<file path="config.mk">
export PLATFORM = sky130hd
export DESIGN_NAME = tcm_port_arbiter
export DESIGN_NICKNAME = d
export VERILOG_FILES = /design/src/rtl/tcm_arb_pkg.sv /design/src/rtl/arb_owner_fifo.sv /design/src/rtl/tcm_port_arbiter.sv
export SDC_FILE = /design/constraint.sdc
export NUM_CORES = 1
export LEC_CHECK = 0
export CORE_AREA = 5 5 118 120
export CTS_CLUSTER_DIAMETER = 60
export DETAILED_ROUTE_END_ITERATION = 10
export DIE_AREA = 0 0 123 125
export GPL_TIMING_DRIVEN = 0
export PLACE_DENSITY_LB_ADDON = 0.05
export SLEW_MARGIN = 20
export SYNTH_ARGS = -nofsm -noshare
export SYNTH_HDL_FRONTEND = slang
export SYNTH_SLANG_ARGS = --single-unit
</file>
<file path="constraint.sdc">
create_clock -name clk -period 2.3 [get_ports clk]
set_clock_uncertainty 0.2 [all_clocks]
set_input_delay 0.23 -clock clk [delete_from_list [all_inputs] [get_ports clk]]
set_output_delay 0.23 -clock clk [all_outputs]
set_load 0.02 [all_outputs]
</file>
<file path="src/rtl/tcm_arb_pkg.sv">
// Shared types for the TCM port arbiter: master identifiers and master count.
package tcm_arb_pkg;

  typedef enum logic {
    MST_CORE = 1'b0,
    MST_DBG  = 1'b1
  } mst_id_e;

  localparam int unsigned NumMasters = 2;

endpackage

</file>
<file path="src/rtl/arb_owner_fifo.sv">
// In-order owner-tracking FIFO: records which master issued each accepted
// request so the matching response can be routed back to it.
module arb_owner_fifo
  import tcm_arb_pkg::*;
#(
  parameter int unsigned Depth = 2
) (
  input  logic    clk,
  input  logic    rst_n,
  input  logic    push,
  input  mst_id_e push_id,
  input  logic    pop,
  output logic    full,
  output logic    empty,
  output mst_id_e head
);

  // A single-entry FIFO still needs a one-bit pointer to index storage.
  localparam int unsigned PtrW = (Depth > 1) ? $clog2(Depth) : 1;
  localparam int unsigned CntW = $clog2(Depth) + 1;

  mst_id_e           mem_q [Depth];
  logic [PtrW-1:0]   wr_ptr_q, wr_ptr_d;
  logic [PtrW-1:0]   rd_ptr_q, rd_ptr_d;
  logic [CntW-1:0]   count_q, count_d;

  function automatic logic [PtrW-1:0] ptr_inc(input logic [PtrW-1:0] ptr);
    return (ptr == PtrW'(Depth - 1)) ? '0 : ptr + 1'b1;
  endfunction

  assign full  = (count_q == CntW'(Depth));
  assign empty = (count_q == '0);
  assign head  = mem_q[rd_ptr_q];

  // Pointer and occupancy next-state; push and pop together leave count as is.
  always_comb begin
    wr_ptr_d = wr_ptr_q;
    rd_ptr_d = rd_ptr_q;
    count_d  = count_q;
    if (push) wr_ptr_d = ptr_inc(wr_ptr_q);
    if (pop)  rd_ptr_d = ptr_inc(rd_ptr_q);
    unique case ({push, pop})
      2'b10:   count_d = count_q + 1'b1;
      2'b01:   count_d = count_q - 1'b1;
      default: count_d = count_q;
    endcase
  end

  // State registers and entry storage.
  always_ff @(posedge clk or negedge rst_n) begin
    if (!rst_n) begin
      wr_ptr_q <= '0;
      rd_ptr_q <= '0;
      count_q  <= '0;
      for (int unsigned i = 0; i < Depth; i++) begin
        mem_q[i] <= MST_CORE;
      end
    end else begin
      wr_ptr_q <= wr_ptr_d;
      rd_ptr_q <= rd_ptr_d;
      count_q  <= count_d;
      if (push) mem_q[wr_ptr_q] <= push_id;
    end
  end

`ifndef SYNTHESIS
  no_push_when_full: assert property (@(posedge clk) disable iff (!rst_n) push |-> !full);
  no_pop_when_empty: assert property (@(posedge clk) disable iff (!rst_n) pop |-> !empty);
`endif

endmodule

</file>
<file path="src/rtl/tcm_port_arbiter.sv">
// Two-master round-robin arbiter in front of a single-port TCM slave. A
// request stalled by the slave is locked until accepted, and responses are
// steered back to their issuing master through an in-order owner FIFO.
module tcm_port_arbiter
  import tcm_arb_pkg::*;
#(
  parameter int unsigned   AW             = 32,
  parameter int unsigned   DW             = 32,
  parameter int unsigned   MaxOutstanding = 2,
  parameter logic [AW-1:0] SlaveBase      = '0
) (
  input  logic            clk,
  input  logic            rst_n,
  // Core data master
  input  logic            m0_req,
  output logic            m0_gnt,
  input  logic            m0_we,
  input  logic [DW/8-1:0] m0_be,
  input  logic [AW-1:0]   m0_addr,
  input  logic [DW-1:0]   m0_wdata,
  output logic            m0_rvalid,
  output logic [DW-1:0]   m0_rdata,
  // Debug master
  input  logic            m1_req,
  output logic            m1_gnt,
  input  logic            m1_we,
  input  logic [DW/8-1:0] m1_be,
  input  logic [AW-1:0]   m1_addr,
  input  logic [DW-1:0]   m1_wdata,
  output logic            m1_rvalid,
  output logic [DW-1:0]   m1_rdata,
  // Slave port
  output logic            s_req,
  input  logic            s_gnt,
  output logic            s_we,
  output logic [DW/8-1:0] s_be,
  output logic [AW-1:0]   s_addr,
  output logic [DW-1:0]   s_wdata,
  input  logic            s_rvalid,
  input  logic [DW-1:0]   s_rdata,
  output logic            err_unexp_o
);

  mst_id_e rr_ptr_q, rr_ptr_d;
  logic    lock_q, lock_d;
  mst_id_e locked_id_q, locked_id_d;
  logic    err_unexp_q, err_unexp_d;

  mst_id_e         sel;
  logic            sel_req;
  logic            sel_we;
  logic [DW/8-1:0] sel_be;
  logic [AW-1:0]   sel_addr;
  logic [DW-1:0]   sel_wdata;

  logic    handshake;
  logic    fifo_full;
  logic    fifo_empty;
  logic    fifo_pop;
  mst_id_e fifo_head;

  // Master selection: a locked request wins, then a sole requester, then rr_ptr.
  always_comb begin
    sel = rr_ptr_q;
    if (lock_q) begin
      sel = locked_id_q;
    end else if (m0_req && !m1_req) begin
      sel = MST_CORE;
    end else if (m1_req && !m0_req) begin
      sel = MST_DBG;
    end
  end

  // Payload mux from the selected master.
  always_comb begin
    sel_req   = m0_req;
    sel_we    = m0_we;
    sel_be    = m0_be;
    sel_addr  = m0_addr;
    sel_wdata = m0_wdata;
    if (sel == MST_DBG) begin
      sel_req   = m1_req;
      sel_we    = m1_we;
      sel_be    = m1_be;
      sel_addr  = m1_addr;
      sel_wdata = m1_wdata;
    end
  end

  // Slave-side outputs. A full FIFO blocks the request using the registered
  // count only, so a same-cycle response never feeds back into s_req.
  // Outputs are forced low while reset is asserted.
  always_comb begin
    s_req   = rst_n & sel_req & ~fifo_full;
    s_we    = rst_n & sel_we;
    s_be    = rst_n ? sel_be : '0;
    s_addr  = rst_n ? (sel_addr - SlaveBase) : '0;
    s_wdata = rst_n ? sel_wdata : '0;
  end

  assign handshake = s_req & s_gnt;
  assign m0_gnt    = handshake & (sel == MST_CORE);
  assign m1_gnt    = handshake & (sel == MST_DBG);

  // Response routing: the FIFO head names the owner of the returning beat.
  always_comb begin
    fifo_pop  = s_rvalid & ~fifo_empty;
    m0_rvalid = fifo_pop & (fifo_head == MST_CORE);
    m1_rvalid = fifo_pop & (fifo_head == MST_DBG);
    m0_rdata  = rst_n ? s_rdata : '0;
    m1_rdata  = rst_n ? s_rdata : '0;
  end

  // Round-robin pointer, request lock and sticky error next-state.
  always_comb begin
    rr_ptr_d    = rr_ptr_q;
    lock_d      = lock_q;
    locked_id_d = locked_id_q;
    err_unexp_d = err_unexp_q | (s_rvalid & fifo_empty);
    if (handshake) begin
      rr_ptr_d = (sel == MST_CORE) ? MST_DBG : MST_CORE;
      lock_d   = 1'b0;
    end else if (s_req) begin
      lock_d      = 1'b1;
      locked_id_d = sel;
    end else if (lock_q && !sel_req) begin
      // Locked master abandoned its request; release so the other can proceed.
      lock_d = 1'b0;
    end
  end

  // Arbiter state registers.
  always_ff @(posedge clk or negedge rst_n) begin
    if (!rst_n) begin
      rr_ptr_q    <= MST_CORE;
      lock_q      <= 1'b0;
      locked_id_q <= MST_CORE;
      err_unexp_q <= 1'b0;
    end else begin
      rr_ptr_q    <= rr_ptr_d;
      lock_q      <= lock_d;
      locked_id_q <= locked_id_d;
      err_unexp_q <= err_unexp_d;
    end
  end

  assign err_unexp_o = err_unexp_q;

  arb_owner_fifo #(
    .Depth (MaxOutstanding)
  ) u_owner_fifo (
    .clk     (clk),
    .rst_n   (rst_n),
    .push    (handshake),
    .push_id (sel),
    .pop     (fifo_pop),
    .full    (fifo_full),
    .empty   (fifo_empty),
    .head    (fifo_head)
  );

`ifndef SYNTHESIS
  rvalid_onehot: assert property (@(posedge clk) disable iff (!rst_n)
    !(m0_rvalid && m1_rvalid));
  gnt_onehot: assert property (@(posedge clk) disable iff (!rst_n)
    !(m0_gnt && m1_gnt));
  lock_req_held: assert property (@(posedge clk) disable iff (!rst_n)
    lock_q |-> ((locked_id_q == MST_CORE) ? m0_req : m1_req));
`endif

endmodule

</file>
==> summary.md <==
| Metric | Value |
|---|---|
| Detailed-placement wirelength estimate | `11600 um` |
| EDFF count, synth | `0` |
| WL final | `13700 um` |
| Antenna diode count | `0` |
| Placer congestion estimate | `0.762` |
| Drt via density | `4.14` |
| Setup TNS | `0 ns` |
| Fillers | `1355` |
| Die Footprint | `15400 um2` |
| Max Clock Freq | `451 MHz` |
| GR Util met1 | `0.167` |
| TritonCTS Buffers | `3` |
| Commonest non-fill, non-tap cell in the layout | `clkdlybuf4s50_1` |
| # DRC | `0` |
| Area post-placement | `5790 um2` |
| Worst-Skew Late Latency | `0.24 ns` |
| Htree depth | `1` |
| Worst-Margin Slew | `0.491 ns` |
| Relative slew slack | `0.671` |
| Die width | `123 um` |
| Clock root buffer | `clkbuf_16` |
| GRT Total Usage | `0.163` |
| Cell area after layout | `5700 um2` |
| Async SR Flop Fraction | `1.00` |
| Largest net degree at the start of global routing | `17` |
| Vias in the first global route | `3576` |
| Count of cell types in the netlist | `33` |
| CP Class | `reg2out` |
| Final setup vio count | `0` |
| CTS sink count | `10` |
| Met2 usage | `0.310` |
| CTS clk-pin slew, worst paths | `0.04 ns` |
| Synthesized flop and latch total | `10` |
| Worst EP arrival | `1.79 ns` |
| Top FF cell, synth | `dfrtp_1` |
| Overflow after GRT | `0` |
| Synthesized cell area | `2420 um2` |
| IO Port Bufs | `314` |
| Hold_ws | `0.202 ns` |
| Startpoint Class | `flop` |
| Status | `finished clean` |
| Clock period minus worst slack | `2.22 ns` |
| Final ANT Viol Nets | `0` |
| Hold Fails Final Rpt | `0` |
| Register area | `251 um2` |
| First-pass GRT wire length | `20100 um` |
| Iteration-0 DRC count of the detailed router | `130` |
| Post-layout nets | `852` |
| Req. time, crit path | `1.87 ns` |
| Drt first pass iters | `4` |
| Gr busiest metal | `met2` |
| I/O pin cnt | `315` |
| Routed len/inst | `16.1 um` |
| Area growth, synth to finish | `135%` |
| Initial antenna violation count | `0` |
| Area taken by multi-input logic gates | `1800 um2` |
| CTS tree | `built` |
| Met3 Usage GRT | `0.0659` |
| Syn Nets | `525` |
| CP Max Fanout | `10` |
| Max-cap violation count | `0` |
| FP Rows | `42` |
| CTS Buffer Depth | `2` |
| Share of cells above drive strength 1 | `0.316` |
| Pins over their slew limit | `0` |
| Sequential area share after synthesis | `0.103` |
| Vias | `3521` |
| Die Y | `125 um` |
| Placeable Area | `12900 um2` |
| P per Cell Area | `692 nW/um2` |
| Hold crit path type | `in2reg` |
| Tcrit/Tclk final | `0.964` |
| Leak pwr | `0.00252 uW` |
| VDD IR max | `0.000272 V` |
| Initial Utilization | `0.188` |
| Most frequent cells in the layout | `clkdlybuf4s50_1, nand2_1, a21boi_2, buf_2, buf_4` |
| Pwr Total | `3940 uW` |
| Mapped Cells | `348` |
| Avg Inst Size Synth | `6.97 um2` |
| Yosys warns | `0` |
| CP endpoint kind | `output pin` |
[flip-flops by register name, indices dropped and copies added, names as in the netlist]
register	cells
err_unexp_o	1
lock_q	1
locked_id_q	1
rr_ptr_q	1
u_owner_fifo.count_q	2
u_owner_fifo.mem_q	2
u_owner_fifo.rd_ptr_q	1
u_owner_fifo.wr_ptr_q	1
[path summary, 6_finish.rpt]
path	startpoint	endpoint	slack [ns]	cells after the start
worst max-delay path	rr_ptr_q	s_wdata[29]	0.08	7
worst min-delay path	rst_n	u_owner_fifo.mem_q[1]	0.20	4
worst max register to register	u_owner_fifo.count_q[1]	u_owner_fifo.count_q[1]	0.27	7
worst min register to register	err_unexp_o	err_unexp_o	0.25	1
max in group asynchronous	rst_n	lock_q	1.21	2
min in group asynchronous	rst_n	u_owner_fifo.count_q[0]	0.33	2
[synthesized netlist by cell type (2+ instances only)]
cell type,n,area [um2]
nor4_1,2,12.5
clkbuf_1,11,41.3
buf_1,5,18.8
and2_1,32,200
dfrtp_1,10,250
nand2_1,140,526
o21ai_0,3,15.0
xnor2_1,4,35.0
a21oi_1,2,10.0
mux2_2,2,22.5
nor2_1,6,22.5
buf_4,33,248
buf_2,3,15.0
a21boi_2,67,754
a21boi_0,3,22.5
nand2b_1,2,12.5
buf_6,7,78.8
[metrics by stage]
stage	cells	util	setup slack [ns]
2_1_floorplan	348	-	0.263
3_3_place_gp	838	0.450	-1.17
3_5_place_dp	838	0.450	-1.19
4_1_cts	847	0.448	-0.0687
5_1_grt	850	0.443	-0.0119
6_report	850	0.443	0.0833
[logic make-up (layout without fill, tap and decap cells)]
family                     after synthesis  in the layout  share of synthesized area
AOI/OAI and AO/OA                       81             81                      0.359
buffers and inverters                   60            386                      0.167
DFF                                     10             10                      0.103
muxes                                    3              3                     0.0134
and+or+nand+nor                        188            188                      0.334
adders and majority gates                1              1                    0.00516
xor gates and xnor gates                 5              5                     0.0181
[metal layers]
layer	vias to the layer above	wire length, um
li1	1749	-
met1	1570	4690
met2	192	7080
met3	10	1750
met4	0	199
met5	-	0
[report_power, final]
group,switching (uW),internal [uW],total [uW]
Clock,82.2,261,344
Sequential,85.9,258,344
Combinational,1770,1480,3260
Total,1940,2000,3940
[worst max-delay path, stage by stage, from the launching register on]
cell      delay (ns)
dfrtp_1         0.42
nor2_2          0.09
o31ai_4         0.32
buf_4           0.18
buf_6           0.12
nand2_1         0.08
a21boi_2        0.13
buf_2           0.20
[repair_timing]
action                                  4_1_cts  5_1_grt
endpoints found under the hold margin        10       10
gates resized for setup                     301       43
endpoints found under the setup margin      138       96
buffers inserted                              6        2
pin swaps                                     1        1
[area by class of cell]
type,count,area share
plain buffers,58,0.0783
clock buffers,4,0.0156
inverters,1,0.000658
multi-input cells,278,0.316
flip-flops and latches,10,0.0441
well taps,176,0.0386
repair buffers,323,0.507
Power figures use the tool's default switching activity.
